**config.mk**
```make
export PLATFORM = sky130hd
export DESIGN_NAME = vending_param_moore
export DESIGN_NICKNAME = d
export VERILOG_FILES = /design/src/rtl/vending_param_moore.sv
export SDC_FILE = /design/constraint.sdc
export NUM_CORES = 1
export LEC_CHECK = 0
export CAP_MARGIN = 40
export CORE_MARGIN = 2
export CORE_UTILIZATION = 56
export CTS_CLUSTER_DIAMETER = 100
export CTS_CLUSTER_SIZE = 12
export DETAILED_ROUTE_END_ITERATION = 6
export PLACE_DENSITY = 0.81
export SKIP_CTS_REPAIR_TIMING = 1
export SYNTH_ARGS = -nofsm -noshare
export SYNTH_HDL_FRONTEND = slang
export SYNTH_SLANG_ARGS = --single-unit
```
**constraint.sdc**
```tcl
create_clock -name clock -period 3.43 [get_ports clock]
set_input_delay 0.343 -clock clock [delete_from_list [all_inputs] [get_ports clock]]
set_output_delay 0.343 -clock clock [all_outputs]
set_load 0.05 [all_outputs]
```
**src/rtl/vending_param_moore.sv**
```systemverilog
// Parametrised Moore vending controller: credits N/D/Q coins, vends at PRICE,
// and returns leftover credit greedily as one coin per cycle.
module vending_param_moore #(
  parameter int PRICE      = 25,
  parameter int MAX_CREDIT = 100,
  parameter int CREDIT_W   = 8
) (
  input  logic                clock,
  input  logic                reset,
  input  logic                N,
  input  logic                D,
  input  logic                Q,
  input  logic                cancel,
  output logic                P,
  output logic                C,
  output logic                change_q,
  output logic                change_d,
  output logic                change_n,
  output logic                coin_rej,
  output logic [CREDIT_W-1:0] credit
);

  typedef enum logic [1:0] {
    IDLE,
    COLLECT,
    VEND,
    CHANGE
  } state_t;

  localparam logic [CREDIT_W:0] PRICE_W = (CREDIT_W+1)'(PRICE);
  localparam logic [CREDIT_W:0] MAX_W   = (CREDIT_W+1)'(MAX_CREDIT);
  localparam logic [CREDIT_W-1:0] V25   = CREDIT_W'(25);
  localparam logic [CREDIT_W-1:0] V10   = CREDIT_W'(10);
  localparam logic [CREDIT_W-1:0] V5    = CREDIT_W'(5);

  state_t              state_q, state_d;
  logic [CREDIT_W-1:0] credit_q, credit_d;
  logic                rej_q, rej_d;

  logic                coin_any;
  logic                coin_multi;
  logic [CREDIT_W:0]   coin_v;
  logic [CREDIT_W:0]   sum;
  logic [CREDIT_W-1:0] step;

  always_ff @(posedge clock or posedge reset) begin
    if (reset) begin
      state_q  <= IDLE;
      credit_q <= '0;
      rej_q    <= 1'b0;
    end else begin
      state_q  <= state_d;
      credit_q <= credit_d;
      rej_q    <= rej_d;
    end
  end

  assign coin_any   = N | D | Q;
  assign coin_multi = (N & D) | (N & Q) | (D & Q);

  always_comb begin
    coin_v = '0;
    case ({N, D, Q})
      3'b100:  coin_v = (CREDIT_W+1)'(5);
      3'b010:  coin_v = (CREDIT_W+1)'(10);
      3'b001:  coin_v = (CREDIT_W+1)'(25);
      default: coin_v = '0;
    endcase
  end

  // Wide sum so an overflowing coin is caught before the register wraps.
  assign sum = {1'b0, credit_q} + coin_v;

  always_comb begin
    step = V5;
    if (change_q) step = V25;
    else if (change_d) step = V10;
  end

  always_comb begin
    state_d  = state_q;
    credit_d = credit_q;
    rej_d    = 1'b0;
    unique case (state_q)
      IDLE, COLLECT: begin
        if (state_q == COLLECT && cancel) begin
          state_d = CHANGE;
          rej_d   = coin_any;
        end else if (coin_multi) begin
          rej_d = 1'b1;
        end else if (coin_any) begin
          if (sum > MAX_W) begin
            rej_d = 1'b1;
          end else if (sum < PRICE_W) begin
            credit_d = sum[CREDIT_W-1:0];
            state_d  = COLLECT;
          end else begin
            credit_d = CREDIT_W'(sum - PRICE_W);
            state_d  = VEND;
          end
        end
      end
      VEND: begin
        rej_d   = coin_any;
        state_d = (credit_q != '0) ? CHANGE : IDLE;
      end
      CHANGE: begin
        rej_d = coin_any;
        if (credit_q <= step) begin
          credit_d = '0;
          state_d  = IDLE;
        end else begin
          credit_d = credit_q - step;
        end
      end
      default: begin
        state_d  = IDLE;
        credit_d = '0;
      end
    endcase
  end

  always_comb begin
    P        = (state_q == VEND);
    C        = (state_q == CHANGE);
    change_q = C && (credit_q >= V25);
    change_d = C && (credit_q < V25) && (credit_q >= V10);
    change_n = C && (credit_q < V10);
    coin_rej = rej_q;
    credit   = credit_q;
  end

endmodule

```
==> impl_metrics.tcl <==
set metrics [dict create \
    outcome "finished, final reports clean" \
    cts_max_path_buffers 2 \
    startpoint_type "primary input" \
    cts_buffers 3 \
    timing.rr.end "credit[5]" \
    antenna_left 0 \
    min_period_ps 3290 \
    synthTopCellsByCount "inv_1 (20), nor2_1 (14), a21oi_1 (13)" \
    synth_xor_area_share_pct 7.14 \
    wirelength_um 4050 \
    r2r_start "credit[1]" \
    synth_most_common_cell "inv_1" \
    slew_violations 0 \
    finalNetCount 247 \
    antenna_found_initial 0 \
    required_ps 3580 \
    clock_latency_ps 270 \
    hold_path.class "primary input to asynchronous set/reset pin" \
    cts_tree "done" \
    vias 1563 \
    gp_congestion 0.936 \
    synth-compound-area-share_pct 32.1 \
    synth_top_family_by_area "compound AO/OA/AOI/OAI gates" \
    synth-simple-area-share_pct 19.6 \
    grt_use_total_pct 27.3 \
    hpwl_um 3410 \
    synth_area_leader_cell "dfrtp_1" \
    arrival_ps 3440 \
    worst_slew_pin_slew_ps 498 \
    grt_pass1_vias 1541 \
    initialDrtViolationCount 87 \
    fin_cells 257 \
    syn2layout_area_growth_pct 24.6 \
    worst_setup_path_end_kind "flip-flop" \
    yosysSeqAreaShare_pct 17.9 \
    grt_setup_unrepaired "no" \
    grt_overflow 0 \
    min_period_over_period_pct 96.0 \
    maxSlewHeadroom_pct 66.4 \
    core_um2 2690 \
    rrSetupSlack_ps 170 \
    critPathMaxFanout 7 \
    cp-endpoint "credit[5]" \
    die_w_um 56.5 \
    vias_per_cell 6.08 \
    dp_cells 253 \
    ys_dominant_reg_cell "dfrtp_1" \
    initial_core_util_pct 57.4 \
    grt_pass1_wl_um 6840 \
    synthCells 187 \
    row_count 19 \
    io_pins 20 \
    synth-edff-count 0 \
    yosys_warnings 0 \
    synthTopCellsByArea "dfrtp_1 (18%), ha_1 (9.7%), inv_1 (4.9%)" \
    wl_per_cell_um 15.7 \
    port_buffers 19 \
    drive_gt1_share_pct 19.9 \
    crit_path_start "Q" \
    synth_mux_area_share_pct 2.03 \
    die_area_um2 3190 \
    numClockSinks 11 \
    synth-async-reset-ratio_pct 100 \
    maxCapViolCount 0 \
    drc_errors 0 \
    cts-htree-levels 1 \
    yosys.area_share.adder_pct 12.3 \
    die_h_um 56.5 \
    drtPass1Iterations 5 \
    grt_max_degree 14 \
    path_clk_slew_ps 70 \
    antenna_cells 0 \
    path_class "primary input to flip-flop" \
    worstRegToRegCells 12 \
    postSynthAreaPerCell_um2 8.24 \
    mappedNetlistArea_um2 1540 \
    max_freq_mhz 304 \
    setup_violations 0 \
    hold_violations 0 \
    fin_skew_ps 6.74 \
    synth_top_area_share_pct 17.9 \
    ys_types 56 \
    synth_fp_nets 207 \
    ctsRootBufferMaster "clkbuf_4" \
    ys_seq_elements 11 \
]
-- how the worst min path moves through the flow --
stage                       to  cells past startpoint
finish              state_q[1]                      2
global route          coin_rej                      2
CTS                 state_q[1]                      2
detailed placement  state_q[0]                      1
global placement    state_q[0]                      1
floorplan             coin_rej                      1
-- worst max-delay path, cell delays in order --
cell	delay, ps
clkdlybuf4s50_1	560
nand2b_1	110
nor2_1	150
or2_2	140
ha_1	160
inv_1	50
fa_1	390
nand2b_1	220
a21oi_1	210
a21oi_2	70
xor2_2	290
buf_4	210
nand2_1	60
a311o_1	310
a22o_1	180
-- stage by stage --
step	cell area, um2	utilization, %	hold slack [ps]	setup WS (ps)	setup TNS, ps
CTS	1910	70.9	386	124	0
floorplan	1540	-	195	14.3	0
global placement	1880	70.0	610	44.2	0
finish	1920	71.5	368	139	0
detailed placement	1880	70.0	628	-119	-601
global route	1920	71.5	424	3.23	0
-- layout make-up --
type                       instances  area, um2
fill                             212        766
multi-input combinational        151       1140
clock buffer                       4       26.3
sequential                        11        277
inverter                          20       75.1
timing repair buffer              40        360
tap                               31       38.8
-- registers in the layout, summed over array words and instances, names as in the netlist --
| signal | cells |
|---|---|
| credit | 8 |
| coin_rej | 1 |
| state_q | 2 |
-- cell families (layout without fill, tap and decap cells) --
kind of cell,after synthesis,count (layout)
AO/OA/AOI/OAI,66,66
AND/OR/NAND/NOR,58,58
buffers and inverters,25,64
adder cells (fa/ha/maj),14,14
flip-flops,11,11
XOR/XNOR,10,10
multiplexers,3,3
-- metal layers --
layer / global-route usage [%] / wire [um] / vias to the layer above
li1: - / - / 758
met1: 30.4 / 1560 / 751
met2: 51.5 / 2240 / 46
met3: 2.53 / 161 / 8
met4: 12.2 / 85 / 0
met5: 0 / 0 / -
-- placed cells by master (no fill, tap or decap), types with 6 or more instances in the layout --
cell              n
ha_1             12
nand3_1           6
o21ai_0           8
a21oi_1          12
clkdlybuf4s50_1  19
dfrtp_1          10
nor2_1           14
nand2_1          12
inv_1            20
buf_4            20
a31oi_1           8
Power is not shown: default switching activity piles up to over one toggle a cycle in this logic, so the estimate is an artifact.
